<file path="src/rtl/ll_op_arbiter.sv">
// ll_op_arbiter: round-robin arbiter/sequencer that shares one linked-list
// engine among NUM_REQ requesters. One op is in flight at a time; the status
// pulse goes back only to the requester that issued it.
// Optional build macro: LL_STRICT_PRIO_EN selects fixed priority, where the
// lowest index wins, in place of round-robin.
module ll_op_arbiter #(
   parameter int NUM_REQ = 4,
   parameter int ID_W    = 2,
   parameter int DATA_W  = 8,
   parameter int TIMEOUT = 0
) (
   input  logic                      clk,
   input  logic                      reset,
   input  logic [NUM_REQ-1:0]        req_valid,
   input  logic [3*NUM_REQ-1:0]      req_op,
   input  logic [DATA_W*NUM_REQ-1:0] req_data,
   output logic [NUM_REQ-1:0]        req_ready,
   output logic [NUM_REQ-1:0]        rsp_valid,
   output logic [1:0]                rsp_status,
   output logic                      eng_valid,
   output logic [2:0]                eng_op,
   output logic [DATA_W-1:0]         eng_data,
   input  logic                      eng_ready,
   input  logic                      eng_done,
   input  logic [1:0]                eng_status,
   output logic                      busy,
   output logic [ID_W-1:0]           grant_id
);

   // The watchdog only needs to reach TIMEOUT-1.
   localparam int WD_W = (TIMEOUT > 1) ? $clog2(TIMEOUT) : 1;

   localparam logic [1:0] ST_OK_ILLEGAL = 2'b11;

   typedef enum logic [1:0] {
      ST_IDLE,
      ST_ISSUE,
      ST_WAIT,
      ST_RESP
   } state_e;

   state_e              state_q, state_d;
   logic [ID_W-1:0]     grant_id_q, grant_id_d;
   logic [2:0]          op_q, op_d;
   logic [DATA_W-1:0]   data_q, data_d;
   logic [WD_W-1:0]     wd_q, wd_d;
   logic [NUM_REQ-1:0]  rsp_valid_q, rsp_valid_d;
   logic [1:0]          rsp_status_q, rsp_status_d;

`ifndef LL_STRICT_PRIO_EN
   logic [ID_W-1:0]     last_grant_q, last_grant_d;
`endif

   // Arbitration result for the current cycle.
   logic                win_found;
   logic [ID_W-1:0]     win_id;
   logic [2:0]          win_op;
   logic [DATA_W-1:0]   win_data;
   int unsigned         arb_pos;
   int unsigned         arb_idx;

   // Search order: walk the candidate list from its far end back to its
   // head so the last match written is the first in priority order.
   always_comb begin
      win_found = 1'b0;
      win_id    = '0;
      win_op    = '0;
      win_data  = '0;
      arb_pos   = 0;
      arb_idx   = 0;
      for (int unsigned k = 0; k < NUM_REQ; k++) begin
         arb_pos = NUM_REQ - 1 - k;
`ifdef LL_STRICT_PRIO_EN
         arb_idx = arb_pos;
`else
         arb_idx = (32'(last_grant_q) + 1 + arb_pos) % NUM_REQ;
`endif
         if (req_valid[arb_idx]) begin
            win_found = 1'b1;
            win_id    = ID_W'(arb_idx);
            win_op    = req_op[3*arb_idx +: 3];
            win_data  = req_data[DATA_W*arb_idx +: DATA_W];
         end
      end
   end

   // Ready is offered only in IDLE, and only to the winner.
   always_comb begin
      req_ready = '0;
      if ((state_q == ST_IDLE) && win_found) begin
         req_ready[win_id] = 1'b1;
      end
   end

   // Next-state, capture and response logic.
   always_comb begin
      state_d      = state_q;
      grant_id_d   = grant_id_q;
      op_d         = op_q;
      data_d       = data_q;
      wd_d         = wd_q;
      rsp_valid_d  = '0;
      rsp_status_d = rsp_status_q;
`ifndef LL_STRICT_PRIO_EN
      last_grant_d = last_grant_q;
`endif
      case (state_q)
         ST_IDLE: begin
            if (win_found) begin
               grant_id_d = win_id;
               op_d       = win_op;
               data_d     = win_data;
`ifndef LL_STRICT_PRIO_EN
               last_grant_d = win_id;
`endif
               if (win_op[2]) begin
                  state_d = ST_ISSUE;
               end else begin
                  // Illegal op: answer directly, engine is never offered it.
                  state_d             = ST_RESP;
                  rsp_status_d        = ST_OK_ILLEGAL;
                  rsp_valid_d[win_id] = 1'b1;
               end
            end
         end
         ST_ISSUE: begin
            if (eng_ready) begin
               if (eng_done) begin
                  state_d                 = ST_RESP;
                  rsp_status_d            = eng_status;
                  rsp_valid_d[grant_id_q] = 1'b1;
               end else begin
                  state_d = ST_WAIT;
                  wd_d    = '0;
               end
            end
         end
         ST_WAIT: begin
            wd_d = wd_q + WD_W'(1);
            if (eng_done) begin
               // {empty, full} maps one-to-one onto the response code.
               state_d                 = ST_RESP;
               rsp_status_d            = eng_status;
               rsp_valid_d[grant_id_q] = 1'b1;
            end else if ((TIMEOUT != 0) && (wd_q == WD_W'(TIMEOUT - 1))) begin
               state_d                 = ST_RESP;
               rsp_status_d            = ST_OK_ILLEGAL;
               rsp_valid_d[grant_id_q] = 1'b1;
            end
         end
         ST_RESP: begin
            state_d = ST_IDLE;
         end
         default: begin
            state_d = ST_IDLE;
         end
      endcase
   end

   // State and datapath registers, cleared asynchronously.
   always_ff @(posedge clk or posedge reset) begin
      if (reset) begin
         state_q      <= ST_IDLE;
         grant_id_q   <= '0;
         op_q         <= '0;
         data_q       <= '0;
         wd_q         <= '0;
         rsp_valid_q  <= '0;
         rsp_status_q <= '0;
      end else begin
         state_q      <= state_d;
         grant_id_q   <= grant_id_d;
         op_q         <= op_d;
         data_q       <= data_d;
         wd_q         <= wd_d;
         rsp_valid_q  <= rsp_valid_d;
         rsp_status_q <= rsp_status_d;
      end
   end

`ifndef LL_STRICT_PRIO_EN
   // Rotation pointer; starting at NUM_REQ-1 gives requester 0 first turn.
   always_ff @(posedge clk or posedge reset) begin
      if (reset) begin
         last_grant_q <= ID_W'(NUM_REQ - 1);
      end else begin
         last_grant_q <= last_grant_d;
      end
   end
`endif

   assign eng_valid  = (state_q == ST_ISSUE);
   assign eng_op     = op_q;
   assign eng_data   = data_q;
   assign rsp_valid  = rsp_valid_q;
   assign rsp_status = rsp_status_q;
   assign busy       = (state_q != ST_IDLE);
   assign grant_id   = grant_id_q;

endmodule
</file>
<file path="config.mk">
export PLATFORM = sky130hd
export DESIGN_NAME = ll_op_arbiter
export DESIGN_NICKNAME = d
export VERILOG_FILES = /design/src/rtl/ll_op_arbiter.sv
export SDC_FILE = /design/constraint.sdc
export NUM_CORES = 1
export LEC_CHECK = 0
export ABC_AREA = 0
export CORE_MARGIN = 2
export CORE_UTILIZATION = 25
export CTS_CLUSTER_SIZE = 28
export DETAILED_ROUTE_END_ITERATION = 8
export SLEW_MARGIN = 5
export SYNTH_ARGS = -nofsm -noshare
export SYNTH_HDL_FRONTEND = slang
export SYNTH_SLANG_ARGS = --single-unit
export TNS_END_PERCENT = 20
</file>
<file path="constraint.sdc">
create_clock -name clk -period 2.4 [get_ports clk]
set_input_delay 0.24 -clock clk [delete_from_list [all_inputs] [get_ports clk]]
set_output_delay 0.24 -clock clk [all_outputs]
set_load 0.05 [all_outputs]
</file>
# Yosys cells after proc, flatten, opt, wreduce, memory -nomap -nowiden
# Index checks and enable logic that the tools add are counted.
dict set report totals {
  input_bits 54
  output_inout_bits 25
  wordCells 92
  ff_bits 23
}
dict set report op_classes {
  n_reduce_logical 9
  muxes 45
  add_sub_neg 4
  n_mul 4
  order_cmp 8
  n_shift 8
  n_eq_ne 7
}
# operator count
set op_table {}
lappend op_table {{$shiftx A32 B6 Y8} 4}
lappend op_table {{$shiftx A12 B5 Y3} 4}
lappend op_table {{$mux W8} 4}
lappend op_table {{$mux W2} 12}
lappend op_table {{$mux W4} 5}
lappend op_table {{$lt A2 B3 Y1 const B} 6}
lappend op_table {{$mul A2 B2 Y4 const A} 4}
lappend op_table {{$mux W3} 4}
lappend op_table {{$pmux W4 S3} 1}
lappend op_table {{$mux W1} 11}
lappend op_table {{$bmux W1 S2} 4}
lappend op_table {{$pmux W2 S4} 1}
lappend op_table {{$ne A2 B2 Y1 const B} 3}
lappend op_table {{$pmux W2 S3} 1}
lappend op_table {{$add A2 B1 Y2 const B} 2}
lappend op_table {{$add A2 B2 Y2 const B} 2}
lappend op_table {{$demux W1 S2} 2}
lappend op_table {{$eq A2 B2 Y1 const B} 2}
lappend op_table {{$ge A2 B1 Y1 const B} 2}
lappend op_table {{$reduce_and A4 Y1} 1}
lappend op_table {{$logic_and A1 B1 Y1} 3}
lappend op_table {{$reduce_and A3 Y1} 1}
lappend op_table {{$reduce_bool A3 Y1} 1}
lappend op_table {{$eq A2 B1 Y1 const B} 1}
lappend op_table {{other kinds (4)} 4}

# Longest topological paths before layout
# Gate-level depths: netlist of the first run.
dict set report depth {
  ltp_word 15
  mapped_depth 8
  ltp_nobuf 7
}

# Worst setup path after synthesis of the first run
# OpenSTA, ideal clock, no wires.
dict set report synth_timing {
  kind {reg2out}
  start {register state_q[0]}
  end {output port req_ready[0]}
  path_buffers 1
  arrival_time_ns 2.125
  t_required_ns 2.160
  stages_incl_launch_ff 8
  setup_slack_ns 0.035
  cell_sequence {dfrtp_1 inv_1 ha_1 inv_1 nor2_1 clkbuf_1 nand3_1 inv_1}
}
dict set report synth_between {
  elab_chain_len 3
}
# element line
set synth_lines {}
lappend synth_lines {{start, declared} 42} ;# state_e state_q, state_d;
lappend synth_lines {{start signal, assigned} 171} ;# state_q <= state_d;
lappend synth_lines {{$logic_not A2 Y1} 90} ;# if ((state_q == ST_IDLE) && win_found) begin
lappend synth_lines {{$logic_and A1 B1 Y1} 90}
lappend synth_lines {{$mux W4} 90}
lappend synth_lines {{end, declared} 17} ;# output logic [NUM_REQ-1:0] req_ready,
# Every way passes these cells.

# Final worst setup path of the first run
dict set report layout_timing {
  start {register last_grant_q[1]}
  end {output port req_ready[0]}
}
dict set report layout_between {
  elab_chain_len 13
  elab_cells_between_ends 27
  classes_between {4 x add/sub; 2 x order compare; 19 x mux; 2 x reduce/logical}
}
# element line
set layout_lines {}
lappend layout_lines {{start, declared} 51} ;# logic [ID_W-1:0] last_grant_q, last_grant_d;
lappend layout_lines {{start signal, assigned} 185} ;# last_grant_q <= ID_W'(NUM_REQ - 1);
lappend layout_lines {{start signal, assigned} 187} ;# last_grant_q <= last_grant_d;
lappend layout_lines {{$add A2 B1 Y2 (*)} 76} ;# arb_idx = (32'(last_grant_q) + 1 + arb_pos) % NUM_REQ;
lappend layout_lines {{$add A2 B2 Y2} 76}
lappend layout_lines {{$bmux W1 S2} 78} ;# if (req_valid[arb_idx]) begin
lappend layout_lines {{$mux W1 (implied by the code)} 78}
lappend layout_lines {{$mux W2 (4 in series)} 78}
lappend layout_lines {{$lt A2 B3 Y1 (implied by the code) / $ge A2 B1 Y1 (equally long branches)} 91} ;# req_ready[win_id] = 1'b1;
lappend layout_lines {{$logic_and A1 B1 Y1 (implied by the code)} 91}
lappend layout_lines {{$mux W1 (implied by the code)} 91}
lappend layout_lines {{$demux W1 S2} 91}
lappend layout_lines {{$mux W4 (*)} 90}
# Every way passes the cells marked *; elsewhere a longest branch is shown, timed or not. The select of a mux whose other input is x is not followed.

==> run_results.csv, run 1 <==
group,metric,value,unit
route,routedWlPerCell,17.0,um
power_and_ir_drop,pwr_density_cell,1230,nW/um2
clocking,tritoncts,"built",
timing,grt_setup_unrepaired,"false",
clocking,cts.path.max_buffers,2,
yosys,synth_area_leaders,"sky130_fd_sc_hd__dfrtp_1 (19%), sky130_fd_sc_hd__mux2i_1 (16%), sky130_fd_sc_hd__mux4_2 (12%)",
route,drt_wl_total,8980,um
status,run_status,"finished clean",
global_routing,number_of_global_route_vias_before_repair,2829,
route,avgViaCountPerCell,5.38,
power_and_ir_drop,vdd_drop_max,0.678,mV
clocking,path_clk_slew,0.10,ns
cells_and_area,diode_count,0,
route,drt_drc_violations_left,0,
cells_and_area,final_standard_cell_count_with_taps_included_and_fillers_excluded,528,
yosys,synth-simple-area-share,0.150,
route,route.vias.total,2839,
global_routing,antenna_violations_before_repair,0,
timing,number_of_pins_with_negative_max_slew_slack_in_the_final_report,0,
timing,clock.fmax,441,MHz
yosys,postSynthCellCount,301,
place,hpwlAfterDp,6500,um
power_and_ir_drop,internal_power,2.32,mW
route,drt-pass1-iter-count,4,
timing,max-slew-margin-rel,0.554,
timing,setup_violators_final,0,
yosys,ys_dominant_reg_cell,"sky130_fd_sc_hd__dfrtp_1",
clocking,cts_htree_levels,1,
yosys,asyncSetResetFlopFracSynth,1.00,
die,core,10700,um2
yosys,synth.ff_latch_count,23,
yosys,synth_compound_gate_area_share,0.249,
yosys,synth_top_area_share,0.193,
yosys,synthesis.area_per_instance,9.05,um2
yosys,synth_top_cell_by_area,"sky130_fd_sc_hd__dfrtp_1",
yosys,synth_top_cells_by_count,"sky130_fd_sc_hd__mux2i_1 (44), sky130_fd_sc_hd__a21oi_1 (28), sky130_fd_sc_hd__o22ai_1 (22), sky130_fd_sc_hd__dfrtp_1 (21), sky130_fd_sc_hd__nor2_1 (15)",
die,io_pins,79,
yosys,yosys.cell_count.top_type,"sky130_fd_sc_hd__mux2i_1",
cells_and_area,nets,449,
clocking,cts-buffers-inserted,3,
power_and_ir_drop,power.static_leakage,1.62,nW
power_and_ir_drop,power.switching_fraction,0.516,
critical_path,crit_path_start_kind,"register",
cells_and_area,n_fill_cell,1114,
die,start_util,0.253,
timing,worst_max_slew_pin_slew,0.670,ns
yosys,post_synth_instance_area,2720,um2
yosys,synth_top_family_by_area,"multiplexers",
clocking,cts_sinks,23,
place,port_buffers,78,
route,antenna_left,0,
place,placement.setup.worst_slack,0.0231,ns
power_and_ir_drop,clock_power_share,0.054,
yosys,synth_cell_types,56,
timing,clock_period_minus_worst_slack,2.27,ns
critical_path,worst_setup_path_end_kind,"output port",
timing,setup-tns-final,0,ns
yosys,synthMuxAreaShare,0.294,
timing,hold-worst-slack,0.325,ns
cells_and_area,layout.core_utilization,0.361,
cells_and_area,multiInputGateArea,1970,um2
critical_path,path_class,"reg2out",
cells_and_area,ff_latch_area,582,um2
critical_path,required_worst_endpoint,2.16,ns
global_routing,largest_net_degree_at_the_start_of_global_routing,28,
timing,finalWorstSetupSlack,0.132,ns
yosys,synth-edff-count,0,
yosys,synthesis.nets,361,
timing,post-route-period-util,0.945,
yosys,yosys_warnings,0,
yosys,synth-seq-area-share,0.212,
timing,fin_skew,0.0102,ns
power_and_ir_drop,combPwrFrac,0.786,
clocking,ctsRootBufferMaster,"sky130_fd_sc_hd__clkbuf_8",
power_and_ir_drop,report.power.total,4.79,mW
die,die_area,11700,um2
clocking,clkLatencyLatePin,0.27,ns
global_routing,overflow,0,
route,initialDrtViolationCount,190,
cells_and_area,finalInstanceArea,3880,um2
clocking,cts-hold-fix-buffers,0,
power_and_ir_drop,power_frac_seq,0.161,
timing,timing.final.hold_violations,0,
cells_and_area,syn_to_final_growth,42.4,%
place,dp.cells,521,
yosys,synthesized_area_fraction_occupied_by_xor_and_xnor_cells,0,
die,rows,38,
global_routing,grt.total_usage,0.149,
worst_hold_path,min-delay-path-class,"in2async",
critical_path,endpoint_arrival_time_on_the_critical_path,2.03,ns
global_routing,wire_length_of_the_first_global_routing_pass,14100,um
run,cap_violations,0,
yosys,synthAdderAreaFrac,0.0276,
die,die_height,108,um
critical_path,crit_fanout,5,
place,dpl-instance-area,3790,um2
die,chipWidth,108,um
cells_and_area,fraction_of_final_layout_cells_sized_beyond_drive_strength_1,0.165,
power_and_ir_drop,p_sw,2.47,mW
place,place_congestion,0.828,
sequential cells by signal, indices dropped and copies added, names as in the netlist:
signal	cells
eng_data	8
eng_op	3
grant_id	2
last_grant_q	2
rsp_status	2
rsp_valid	4
state_q	2
kinds of logic after synthesis:
group	count (synthesis)
flip-flops	23
AND/OR/NAND/NOR	72
AO/OA/AOI/OAI	102
buffers and inverters	36
multiplexers	62
adder cells (fa/ha/maj)	6
layer usage:
metal / GRT usage / wire length [um] / share of wire / vias to the layer above
li1: - / - / - / 1338
met1: 0.200 / 3970 / 0.44 / 1366
met2: 0.252 / 4290 / 0.48 / 129
met3: 0.0247 / 650 / 0.072 / 6
met4: 0.0339 / 69 / 0.0077 / 0
met5: 0 / 0 / 0 / -
final cells by class:
type | instances | share of cell area
multi-input combinational | 242 | 0.508
timing repair buffer | 106 | 0.273
sequential | 23 | 0.150
tap | 140 | 0.0452
inverter | 13 | 0.0126
clock buffer | 4 | 0.0116
layout by cell type (no fill, tap or decap), types with 4 or more instances in the layout:
master and instances:
sky130_fd_sc_hd__clkdlybuf4s50_1 70, sky130_fd_sc_hd__mux2i_1 44, sky130_fd_sc_hd__a21oi_1 28, sky130_fd_sc_hd__buf_4 26
sky130_fd_sc_hd__o22ai_1 22, sky130_fd_sc_hd__dfrtp_1 21, sky130_fd_sc_hd__mux4_2 14, sky130_fd_sc_hd__inv_1 13
sky130_fd_sc_hd__nor2b_1 12, sky130_fd_sc_hd__nor2_1 12, sky130_fd_sc_hd__o221ai_1 12, sky130_fd_sc_hd__nand2_1 10
sky130_fd_sc_hd__o21ai_1 10, sky130_fd_sc_hd__ha_1 6, sky130_fd_sc_hd__nand2b_1 5, sky130_fd_sc_hd__nand3_1 5
sky130_fd_sc_hd__and2_1 5, sky130_fd_sc_hd__buf_12 5, sky130_fd_sc_hd__o21ai_0 4, sky130_fd_sc_hd__dlymetal6s2s_1 4
worst paths after layout:
path,start,end,slack [ns],cells past startpoint
hold / removal,reset,eng_data[1]$_DFFE_PP0P_,0.33,3
min in group clk,last_grant_q[1]$_DFFE_PP1P_,last_grant_q[1]$_DFFE_PP1P_,0.49,2
max in group asynchronous,reset,last_grant_q[1]$_DFFE_PP1P_,1.77,3
setup / recovery,last_grant_q[1]$_DFFE_PP1P_,req_ready[0],0.13,7
hold reg to reg,last_grant_q[1]$_DFFE_PP1P_,last_grant_q[1]$_DFFE_PP1P_,0.49,2
setup reg to reg,last_grant_q[1]$_DFFE_PP1P_,rsp_status[1]$_DFFE_PP0P_,0.20,7
power groups by stage:
stage	combinational (mW)	sequential (mW)	clock, mW
final	3.76	0.769	0.257
after global routing	4.04	0.796	0.292
after CTS	3.65	0.819	0.273
after detailed placement	3.63	0.827	0
after global placement	3.59	0.824	0
after floorplan	2.16	1.17	0
repair_timing:
action,CTS,global route
hold endpoints to repair,0,0
setup buffers,0,3
gates resized for setup,0,8
endpoints found under the setup margin,0,5
critical path, stage by stage, from the launching register on:
cell	delay, ns
sky130_fd_sc_hd__dfstp_2	0.58
sky130_fd_sc_hd__buf_4	0.15
sky130_fd_sc_hd__mux2i_1	0.24
sky130_fd_sc_hd__or2_2	0.16
sky130_fd_sc_hd__o221a_2	0.22
sky130_fd_sc_hd__nand3_1	0.14
sky130_fd_sc_hd__inv_1	0.13
sky130_fd_sc_hd__buf_12	0.14
Power figures use the tool's default switching activity.
==> inputs of run 2 (changes only) <==
Settings changed: CAP_MARGIN from default to 0, REMOVE_ABC_BUFFERS from default to 1.
==> run 2 against run 1 <==
Against the previous run: first-iteration DRC count shrank 15%; fmax is 4.2% lower; worst hold slack got worse by 0.0046 ns; clock power is essentially flat; largest cell class unchanged.
==> run_results.csv, run 2 (synthesis results as in run 1) <==
group,metric,value,unit
power_and_ir_drop,report.power.total,4.76,mW
power_and_ir_drop,vdd_drop_max,0.428,mV
clocking,clkLatencyLatePin,0.27,ns
clocking,ctsRootBufferMaster,"sky130_fd_sc_hd__clkbuf_8",
die,die_height,108,um
die,chipWidth,108,um
power_and_ir_drop,p_sw,2.45,mW
critical_path,worst_setup_path_end_kind,"output port",
clocking,path_clk_slew,0.09,ns
place,port_buffers,78,
cells_and_area,syn_to_final_growth,41.9,%
critical_path,r2r-start,"last_grant_q[1]$_DFFE_PP1P_",
timing,fin_skew,0.00453,ns
cells_and_area,diode_count,0,
critical_path,timing.reg2reg.setup_slack,0.13,ns
route,route.vias.total,2811,
die,io_pins,79,
die,die_area,11700,um2
critical_path,crit_fanout,10,
cells_and_area,fraction_of_final_layout_cells_sized_beyond_drive_strength_1,0.162,
cells_and_area,mostFrequentLayoutCells,"sky130_fd_sc_hd__clkdlybuf4s50_1 (71), sky130_fd_sc_hd__mux2i_1 (43), sky130_fd_sc_hd__a21oi_1 (28)",
die,rows,38,
global_routing,grt.total_usage,0.146,
power_and_ir_drop,power.switching_fraction,0.515,
timing,max-slew-margin-rel,0.636,
clocking,cts_htree_levels,1,
critical_path,endpoint_arrival_time_on_the_critical_path,2.13,ns
timing,post-route-period-util,0.986,
critical_path,path_class,"in2out",
timing,clock.fmax,422,MHz
power_and_ir_drop,pwr_density_cell,1230,nW/um2
cells_and_area,nets,444,
power_and_ir_drop,combPwrFrac,0.782,
route,drt_wl_total,8350,um
timing,clock_period_minus_worst_slack,2.37,ns
worst_hold_path,min-delay-path-class,"in2async",
timing,worst_max_slew_pin_slew,0.545,ns
global_routing,antenna_violations_before_repair,0,
place,hpwlAfterDp,6360,um
clocking,tritoncts,"built",
timing,grt_setup_unrepaired,"true",
power_and_ir_drop,power.static_leakage,1.59,nW
global_routing,overflow,0,
clocking,cts.path.max_buffers,2,
route,antenna_left,0,
timing,setup_violators_final,0,
global_routing,wire_length_of_the_first_global_routing_pass,13700,um
route,routedWlPerCell,16.0,um
route,drt_drc_violations_left,0,
clocking,cts_sinks,23,
cells_and_area,layout.core_utilization,0.360,
cells_and_area,mostFrequentLayoutCell,"sky130_fd_sc_hd__clkdlybuf4s50_1",
cells_and_area,n_fill_cell,1121,
die,core,10700,um2
global_routing,number_of_global_route_vias_before_repair,2789,
critical_path,required_worst_endpoint,2.16,ns
route,avgViaCountPerCell,5.37,
critical_path,crit_path_start_kind,"primary input",
power_and_ir_drop,internal_power,2.31,mW
run,cap_violations,0,
critical_path,critical_path_source,"req_valid[3]",
power_and_ir_drop,power_frac_seq,0.165,
place,placement.setup.worst_slack,-0.0294,ns
timing,timing.final.hold_violations,0,
status,run_status,"finished clean",
route,initialDrtViolationCount,161,
cells_and_area,largest_reg_flops,8,
global_routing,largest_net_degree_at_the_start_of_global_routing,28,
critical_path,regToRegEndpoint,"rsp_valid[0]$_DFF_PP0_",
clocking,cts-buffers-inserted,3,
timing,finalWorstSetupSlack,0.0330,ns
clocking,cts-hold-fix-buffers,0,
die,start_util,0.253,
route,drt-pass1-iter-count,4,
power_and_ir_drop,clock_power_share,0.053,
place,place_congestion,0.841,
critical_path,worst-r2r-cell-count,5,
timing,number_of_pins_with_negative_max_slew_slack_in_the_final_report,0,
==> run 2: cell count changes in the layout (fill, tap and decap cells not counted), moves of 2 or more <==
cell                       delta
sky130_fd_sc_hd__buf_4        -5
sky130_fd_sc_hd__nor2_2       -2
sky130_fd_sc_hd__nor2_1       +2
sky130_fd_sc_hd__a21boi_1     -2
==> run 2: area by class of cell <==
| class | instances | area [um2] | area share |
|---|---|---|---|
| Sequential cell | 23 | 586 | 0.151 |
| Clock inverter | 1 | 5.00 | 0.00129 |
| Clock buffer | 3 | 41.3 | 0.0107 |
| Multi-Input combinational cell | 242 | 1980 | 0.513 |
| Inverter | 13 | 48.8 | 0.0126 |
| Timing Repair Buffer | 101 | 1030 | 0.265 |
| Tap cell | 140 | 175 | 0.0453 |
==> run 2: how the worst max path moves through the flow <==
stage                                endpoint  slack (ns)  cells after the start
detailed placement  rsp_status[0]$_DFFE_PP0P_       -0.03                      6
finish                           req_ready[0]        0.03                      7
CTS                              req_ready[2]       0.009                      6
global route                     req_ready[0]       -0.05                      7
floorplan                        req_ready[2]       -0.71                      4
global placement                 req_ready[2]       -0.03                      6
==> run 2: timing repair <==
action / 4_1_cts / 5_1_grt
cloned: 0 / 0
pin swaps: 1 / 0
endpoints found under the setup margin: 4 / 8
buffers inserted: 1 / 0
resized for setup: 2 / 6
==> run 2: power groups by stage <==
| stage | Combinational, mW | Clock (mW) | Sequential [mW] |
|---|---|---|---|
| final | 3.72 | 0.254 | 0.784 |
| after global routing | 4.01 | 0.275 | 0.815 |
| after CTS | 3.72 | 0.261 | 0.787 |
| after detailed placement | 3.65 | 0 | 0.827 |
| after global placement | 3.60 | 0 | 0.823 |
| after floorplan | 1.79 | 0 | 1.45 |
==> run 2: metrics by stage <==
step           TNS, ns  std cells  hold WS (ns)  instance area [um2]
2_1_floorplan    -9.35        278         0.240                 2590
5_1_grt        -0.0731        523         0.338                 3870
4_1_cts              0        523         0.327                 3840
3_5_place_dp   -0.0450        518         0.522                 3780
6_report             0        523         0.321                 3870
3_3_place_gp   -0.0348        518         0.514                 3780
==> run 2: metal layers <==
| layer | global-route usage | wire (um) | vias to the layer above |
|---|---|---|---|
| met4 | 0.0485 | 117 | 0 |
| met5 | 0 | 0 | - |
| met3 | 0.0187 | 399 | 12 |
| li1 | - | - | 1344 |
| met1 | 0.185 | 3670 | 1376 |
| met2 | 0.254 | 4160 | 79 |
==> run 2: worst max-delay path, stage by stage <==
cell and delay, ns:
sky130_fd_sc_hd__clkdlybuf4s50_1 0.58, sky130_fd_sc_hd__or2b_1 0.30, sky130_fd_sc_hd__a21boi_0 0.31, sky130_fd_sc_hd__o221a_2 0.30, sky130_fd_sc_hd__nand3_1 0.13, sky130_fd_sc_hd__inv_1 0.13
sky130_fd_sc_hd__buf_12 0.14
==> inputs of run 3 (changes only) <==
Settings changed: DONT_BUFFER_PORTS from default to 1.
==> run 3 against run 2 <==
Against the previous run: non-clock buffer count shrank 79; clock-buffer cell count grew 1; cell count is 15% lower.
==> run_results.csv, run 3 (synthesis results as in run 1) <==
group,metric,value,unit
status,run_status,"finished clean",
clocking,ctsRootBufferMaster,"sky130_fd_sc_hd__clkbuf_8",
die,core,10700,um2
global_routing,number_of_global_route_vias_before_repair,2463,
critical_path,cp_slowest_stage_delay,0.79,ns
clocking,path_clk_slew,0.10,ns
route,drt_wl_total,8180,um
critical_path,cp_top_delay_family,"flip-flops",
die,die_area,11700,um2
timing,post-route-period-util,0.936,
critical_path,worst_path_max_delay_cell,"sky130_fd_sc_hd__dfstp_4",
place,hpwlAfterDp,6190,um
worst_hold_path,min-delay-path-class,"in2reg",
clocking,tritoncts,"built",
cells_and_area,final_standard_cell_count_with_taps_included_and_fillers_excluded,444,
critical_path,path_cells,"nor2b_1, o2bb2ai_1, a211o_1, nor2_1, buf_4",
power_and_ir_drop,power.static_leakage,1.25,nW
die,die_height,108,um
clocking,cts_htree_levels,1,
critical_path,path_class,"reg2out",
cells_and_area,finalInstanceArea,3030,um2
timing,number_of_pins_with_negative_max_slew_slack_in_the_final_report,0,
cells_and_area,fraction_of_final_layout_cells_sized_beyond_drive_strength_1,0.171,
timing,worst_max_slew_pin_slew,0.625,ns
timing,setup_violators_final,0,
clocking,cts-buffers-inserted,3,
route,drt_drc_violations_left,0,
critical_path,endpoint_arrival_time_on_the_critical_path,2.01,ns
critical_path,path_buf_inv,1,
critical_path,crit_path_start_kind,"register",
critical_path,timing.reg2reg.setup_slack,0.17,ns
critical_path,worst_setup_path_end_kind,"output port",
route,route.vias.total,2486,
timing,clock.fmax,445,MHz
cells_and_area,layout.core_utilization,0.282,
die,chipWidth,108,um
route,initialDrtViolationCount,172,
die,start_util,0.253,
route,drt-pass1-iter-count,4,
cells_and_area,nets,365,
global_routing,grt.total_usage,0.137,
route,routedWlPerCell,18.4,um
clocking,cts_sinks,23,
die,rows,38,
timing,grt_setup_unrepaired,"false",
die,io_pins,79,
place,dp.cells,438,
place,place_congestion,0.881,
run,cap_violations,0,
clocking,cts.path.max_buffers,2,
cells_and_area,diode_count,0,
critical_path,crit_fanout,24,
route,antenna_left,0,
route,avgViaCountPerCell,5.60,
timing,clock_period_minus_worst_slack,2.25,ns
global_routing,overflow,0,
timing,timing.final.hold_violations,0,
clocking,clkLatencyLatePin,0.27,ns
power_and_ir_drop,pwr_density_cell,1400,nW/um2
global_routing,wire_length_of_the_first_global_routing_pass,12700,um
place,dpl-instance-area,2960,um2
cells_and_area,largest_reg_flops,8,
global_routing,largest_net_degree_at_the_start_of_global_routing,26,
timing,max-slew-margin-rel,0.582,
timing,fin_skew,0.00486,ns
power_and_ir_drop,report.power.total,4.26,mW
global_routing,antenna_violations_before_repair,0,
cells_and_area,syn_to_final_growth,11.4,%
power_and_ir_drop,vdd_drop_max,0.354,mV
critical_path,required_worst_endpoint,2.16,ns
cells_and_area,n_fill_cell,1151,
cells_and_area,mostFrequentLayoutCells,"sky130_fd_sc_hd__mux2i_1 (44), sky130_fd_sc_hd__a21oi_1 (28), sky130_fd_sc_hd__o22ai_1 (22)",
place,port_buffers,0,
cells_and_area,mostFrequentLayoutCell,"sky130_fd_sc_hd__mux2i_1",
-- run 3: repair_timing --
action | in CTS | in global routing
gates resized for setup | 1 | 2
setup endpoints to repair | 3 | 4
setup buffers | 0 | 1
hold buffers | 1 | 0
gates cloned | 0 | 0
pin swaps | 0 | 1
endpoints found under the hold margin | 21 | 0
-- run 3: report_power, final --
group	leakage (nW)	internal (mW)	switching (mW)	total [mW]
registers	0.268	0.581	0.718	1.30
clock network	0.0228	0.119	0.142	0.261
logic	0.959	1.21	1.49	2.70
-- run 3: final timing paths --
kind,cells after the start,end,startpoint
worst max-delay path,5,req_ready[3],last_grant_q[0]$_DFFE_PP1P_
worst min-delay path,2,rsp_status[0]$_DFFE_PP0P_,eng_status[0]
worst max register to register,7,state_q[1]$_DFFE_PP0P_,last_grant_q[1]$_DFFE_PP1P_
worst min register to register,3,last_grant_q[1]$_DFFE_PP1P_,last_grant_q[1]$_DFFE_PP1P_
max in group asynchronous,3,last_grant_q[1]$_DFFE_PP1P_,reset
min in group asynchronous,3,state_q[0]$_DFFE_PP0P_,reset
-- run 3: final cells by class --
cell class | instances | area [um2] | share of cell area
Clock buffer | 4 | 45.0 | 0.0148
Tap cell | 140 | 175 | 0.0577
Multi-Input combinational cell | 242 | 1970 | 0.649
Timing Repair Buffer | 22 | 213 | 0.0701
Inverter | 13 | 48.8 | 0.0161
Sequential cell | 23 | 582 | 0.192
-- run 3: per-layer routing --
| metal | wire length [um] | share of wire | vias to the layer above | track usage |
|---|---|---|---|---|
| li1 | - | - | 1179 | - |
| met1 | 3340 | 0.41 | 1233 | 0.166 |
| met2 | 4000 | 0.49 | 69 | 0.230 |
| met3 | 765 | 0.094 | 5 | 0.0494 |
| met4 | 68 | 0.0083 | 0 | 0.0311 |
| met5 | 0 | 0 | - | 0 |
-- run 3: worst register-to-register path: stages, from the launching register on --
cell and delay [ns]:
sky130_fd_sc_hd__dfstp_2 0.39, sky130_fd_sc_hd__buf_4 0.16, sky130_fd_sc_hd__buf_4 0.17, sky130_fd_sc_hd__or4bb_1 0.50
sky130_fd_sc_hd__a21boi_1 0.27, sky130_fd_sc_hd__nor3_1 0.10, sky130_fd_sc_hd__o221ai_2 0.31, sky130_fd_sc_hd__o221ai_1 0.19
-- run 3: stage by stage --
stage | TNS [ns] | hold WS [ns] | worst slack [ns]
floorplan | -9.35 | 0.240 | -0.712
global placement | 0 | 0.207 | 0.313
detailed placement | 0 | 0.208 | 0.268
CTS | 0 | 0.118 | 0.0330
global route | 0 | 0.122 | 0.00624
finish | 0 | 0.116 | 0.154
